==> src/rtl/running_min_pkg.sv <==
// Shared definitions for running_min: FSM state encoding and frame-length rule.
// Latency: n/a (types and pure functions only).
// Backpressure: n/a.
package running_min_pkg;

    localparam int LEN_W = 4;

    typedef enum logic [1:0] {
        ST_IDLE   = 2'd0,
        ST_ACCUM  = 2'd1,
        ST_REPORT = 2'd2
    } state_e;

    // A programmed length of 0 encodes a full 16-sample frame.
    function automatic logic [LEN_W:0] frame_len(input logic [LEN_W-1:0] len);
        return (len == '0) ? (LEN_W+1)'(16) : {1'b0, len};
    endfunction

    // Counter value at which the final sample of the frame is accepted.
    // For a 16-sample frame this wraps to 15.
    function automatic logic [LEN_W-1:0] last_index(input logic [LEN_W-1:0] len);
        logic [LEN_W:0] n;
        n = frame_len(len) - (LEN_W+1)'(1);
        return n[LEN_W-1:0];
    endfunction

endpackage

==> src/rtl/lesser.sv <==
// Strict unsigned less-than comparator: o = 1 iff x < y.
// Latency: combinational.
// Backpressure: none.
// Ports: x, y - unsigned operands; o - comparison result.
module lesser #(
    parameter int WIDTH = 4
) (
    input  logic [WIDTH-1:0] x,
    input  logic [WIDTH-1:0] y,
    output logic             o
);

    assign o = (x < y);

endmodule

==> src/rtl/running_min.sv <==
// Finds the minimum sample (and its first position) over a frame of 1-16 samples.
// Latency: result valid the cycle after the last sample is accepted.
// Backpressure: result held in REPORT until out_ready; in_ready low outside ACCUM.
// Ports: start/len begin a frame; in_valid/in_data/in_ready sample stream;
//        out_valid/out_min/out_idx/out_ready result handshake; busy = not IDLE.
module running_min
    import running_min_pkg::*;
#(
    parameter int WIDTH = 4
) (
    input  logic             clk,
    input  logic             rst_n,
    input  logic             start,
    input  logic [3:0]       len,
    input  logic             in_valid,
    input  logic [WIDTH-1:0] in_data,
    output logic             in_ready,
    output logic             out_valid,
    output logic [WIDTH-1:0] out_min,
    output logic [3:0]       out_idx,
    input  logic             out_ready,
    output logic             busy
);

    state_e           state_q, state_d;
    logic [3:0]       cnt_q, cnt_d;
    logic [3:0]       len_q, len_d;
    logic [WIDTH-1:0] min_q, min_d;
    logic [3:0]       idx_q, idx_d;
    logic             is_less;

    lesser #(.WIDTH(WIDTH)) u_lesser (
        .x (in_data),
        .y (min_q),
        .o (is_less)
    );

    always_comb begin
        state_d = state_q;
        cnt_d   = cnt_q;
        len_d   = len_q;
        min_d   = min_q;
        idx_d   = idx_q;
        case (state_q)
            ST_IDLE: begin
                if (start) begin
                    len_d   = len;
                    cnt_d   = '0;
                    state_d = ST_ACCUM;
                end
            end
            ST_ACCUM: begin
                if (in_valid) begin
                    cnt_d = cnt_q + 4'd1;
                    // First sample seeds the minimum; later ones must be strictly
                    // smaller so that ties keep the earliest index.
                    if (cnt_q == '0 || is_less) begin
                        min_d = in_data;
                        idx_d = cnt_q;
                    end
                    if (cnt_q == last_index(len_q)) begin
                        state_d = ST_REPORT;
                    end
                end
            end
            ST_REPORT: begin
                if (out_ready) begin
                    state_d = ST_IDLE;
                end
            end
            default: state_d = ST_IDLE;
        endcase
    end

    always_ff @(posedge clk) begin
        if (!rst_n) begin
            state_q <= ST_IDLE;
            cnt_q   <= '0;
            len_q   <= '0;
            min_q   <= '0;
            idx_q   <= '0;
        end else begin
            state_q <= state_d;
            cnt_q   <= cnt_d;
            len_q   <= len_d;
            min_q   <= min_d;
            idx_q   <= idx_d;
        end
    end

    assign in_ready  = (state_q == ST_ACCUM);
    assign out_valid = (state_q == ST_REPORT);
    assign busy      = (state_q != ST_IDLE);
    assign out_min   = min_q;
    assign out_idx   = idx_q;

endmodule

==> config.mk <==
export PLATFORM = sky130hd
export DESIGN_NAME = running_min
export DESIGN_NICKNAME = d
export VERILOG_FILES = /design/src/rtl/running_min_pkg.sv /design/src/rtl/lesser.sv /design/src/rtl/running_min.sv
export SDC_FILE = /design/constraint.sdc
export NUM_CORES = 1
export LEC_CHECK = 0
export BUFFER_PORTS_ARGS = -buffer_cell sky130_fd_sc_hd__buf_2
export CAP_MARGIN = 40
export CORE_MARGIN = 3
export CORE_UTILIZATION = 45
export CTS_CLUSTER_SIZE = 30
export DETAILED_ROUTE_END_ITERATION = 8
export PLACE_DENSITY = 0.78
export SYNTH_ARGS = -nofsm -noshare
export SYNTH_HDL_FRONTEND = slang
export SYNTH_SLANG_ARGS = --single-unit
==> constraint.sdc <==
create_clock -name clk -period 3.1 [get_ports clk]
set_clock_uncertainty 0.2 [all_clocks]
set_input_delay 0 -clock clk [delete_from_list [all_inputs] [get_ports clk]]
set_output_delay 0 -clock clk [all_outputs]
set_load 0.005 [all_outputs]
==> results.py <==
metrics = {
    "outcome": {
        "status": "complete, no violations",
    },
    "synthesis": {
        "netlist_top_cells_area": "dfxtp_1 36%, mux2i_1 8.1%, ha_1 7.6%",
        "ys_warn_count": 0,
        "synth_fa_ha_area_share_pct": 7.57,
        "synth_top_family_by_area": "simple AND/OR/NAND/NOR gates",
        "synthArstFlopShare_pct": 0,
        "synth_top_cell_by_area": "dfxtp_1",
        "synth_cell_type_count": 33,
        "synthMuxAreaShare_pct": 8.07,
        "synth-edff-count": 0,
        "synth_ff_type": "dfxtp_1",
        "yosysSeqAreaShare_pct": 36.3,
        "netlist_area_sq_um": 992,
        "avgSynthCellArea_sq_um": 9.36,
        "synth-compound-area-share_pct": 16.3,
        "synth_simple_gate_area_share_pct": 23.1,
        "syn_nets": 125,
        "synthCells": 106,
        "yosys_register_bits": 18,
        "yosys.area_share.xor_xnor_pct": 5.30,
        "synth_top_cell_area_share_pct": 36.3,
    },
    "run": {
        "max_cap_viol_count": 0,
    },
    "worst_hold_path": {
        "min_path_type": "reg -> reg",
    },
    "power": {
        "switchingPower_mw": 0.134,
        "power.share.switching_pct": 26.5,
        "power.clock.fraction_pct": 29.6,
        "power.leakage_nw": 0.659,
        "seqPwrFrac_pct": 48.8,
        "vdd_drop_max_uv": 357,
        "p_per_area_nw_per_um2": 355,
        "power_mw": 0.505,
        "p_int_mw": 0.371,
        "combPwrFrac_pct": 21.6,
    },
    "cells_and_area": {
        "drive_gt1_share_pct": 21.7,
        "stdcell_count": 184,
        "final_net_count": 177,
        "areaGrowthSynthToFinish_pct": 43.5,
        "n_antenna_cell": 0,
        "final_cell_mix": "25 x dlygate4sd3_1, 23 x buf_2, 18 x dfxtp_1",
        "nFillCells": 156,
        "layout_commonest_cell": "dlygate4sd3_1",
    },
    "clock_tree": {
        "cts_tree": "built",
        "clock_latency_ns": 0.30,
        "cts.hold.buffers_added": 25,
        "cts.repair.resized": 0,
        "cts_inserted_buffers": 3,
        "post-cts-setup-buffers": 0,
        "root_buffer": "clkbuf_4",
        "cts_sinks": 18,
        "path_clk_slew_ns": 0.11,
        "htree_levels": 1,
        "clock_tree.buffer_depth": 2,
    },
    "worst_setup_path": {
        "worstSetupStartpointType": "flop",
        "worstSetupEndpointType": "flop",
        "worstPathArrival_ns": 2.53,
        "critPathMaxFanout": 8,
        "critPathKind": "reg -> reg",
        "cp.required_ns": 3.10,
    },
    "detailed_routing": {
        "routed_wl_microns": 2330,
        "viasPerCell": 4.84,
        "drc": 0,
        "firstDrtPassIters": 4,
        "drtIter0Drc": 13,
        "final_antenna_net_count": 0,
        "dr_total_vias": 891,
        "wl_per_cell_microns": 12.6,
    },
    "sta": {
        "rsz0062_at_grt": "false",
        "fin_ws_ns": 0.569,
        "period_minus_slack_ns": 2.53,
        "fmax_mhz": 395,
        "hold_viol": 0,
        "drv_slew": 0,
        "tns_ns": 0,
        "setup_viol": 0,
        "min_period_over_period_pct": 81.7,
        "relSlewSlack_pct": 71.8,
        "max_slew.worst_pin.slew_ns": 0.421,
    },
    "placed_design": {
        "dp.cells": 155,
        "portBuffers": 23,
        "gp_congestion": 0.785,
        "place_ws_ns": 1.12,
        "dpl.hpwl_microns": 1440,
    },
    "floorplanning": {
        "ios": 24,
        "start_util_pct": 49.1,
        "die_y_microns": 53.0,
        "core_sq_um": 2020,
        "dieArea_sq_um": 2800,
        "fp-row-count": 16,
        "die_w_microns": 53.0,
    },
    "global_route": {
        "grt_pass1_wl_microns": 3910,
        "antenna_found_initial": 0,
        "gr-total-overflow": 0,
        "grt_max_degree": 19,
        "grtUsageTotal_pct": 19.5,
        "grt_pass1_vias": 910,
    },
}
## registers in the layout, summed over array words and instances, names as in the netlist
name     flops
out_min      4
state_q      2
cnt_q        4
out_idx      4
len_q        4
## kinds of logic (layout without fill, tap and decap cells)
kind of cell,after synthesis,after routing
multiplexers,8,8
XOR/XNOR,6,6
adder cells (fa/ha/maj),6,6
buffers and inverters,9,60
flip-flops,18,18
AO/OA/AOI/OAI,17,17
AND/OR/NAND/NOR,42,42
## stage by stage
step / cell area [sq um] / utilization [%] / hold WS (ns)
6_report: 1420 / 70.4 / 0.339
5_1_grt: 1420 / 70.4 / 0.364
4_1_cts: 1420 / 70.4 / 0.342
3_5_place_dp: 1140 / 56.3 / 0.0610
3_3_place_gp: 1140 / 56.3 / 0.0505
2_1_floorplan: 992 / - / -0.0718
## layer usage
layer | global-route usage, % | vias to the layer above | wire length, microns | part of all wire, %
met5 | 0 | - | 0 | 0
met4 | 8.94 | 0 | 34 | 1.5
met3 | 3.38 | 4 | 90 | 3.9
met2 | 36.0 | 20 | 1260 | 54
met1 | 21.3 | 406 | 939 | 40
li1 | - | 461 | - | -
## power by group through the flow
stage	combinational, mW	sequential (mW)	clock, mW
after floorplan	0.0593	0.251	0
after global placement	0.0797	0.251	0
after detailed placement	0.0823	0.252	0
after CTS	0.107	0.246	0.154
after global routing	0.120	0.249	0.164
final	0.109	0.247	0.150
## critical path: stages, from the launching register on
cell	delay (ns)
dfxtp_1	0.46
inv_1	0.08
ha_1	0.19
or3b_4	0.25
nand2_2	0.07
o21ai_4	0.32
mux2i_1	0.25
nor2b_1	0.06
dlygate4sd3_1	0.54
## area by class of cell
class | instances | area (sq um) | area share (%)
Tap cell | 27 | 33.8 | 2.37
Sequential cell | 18 | 360 | 25.3
Clock buffer | 4 | 36.3 | 2.55
Timing Repair Buffer | 48 | 365 | 25.7
Inverter | 8 | 30.0 | 2.11
Multi-Input combinational cell | 79 | 598 | 42.0
## final timing paths
check / start / to / slack, ns / cells after the start
min reg2reg: out_idx[2] / out_idx[2] / 0.34 / 2
max reg2reg: cnt_q[0] / out_min[3] / 0.57 / 8
min: out_idx[2] / out_idx[2] / 0.34 / 2
max: cnt_q[0] / out_min[3] / 0.57 / 8
## synthesized netlist by cell type (2+ instances only)
cell and instances:
xnor2_1 3, a21boi_0 4, dfxtp_1 18, nor2_1 7, xor2_1 3, nand2_1 13
nor2b_1 11, nand2b_1 2, o21ai_0 2, ha_1 6, inv_1 8, mux2i_1 8
Power figures use the tool's default switching activity.
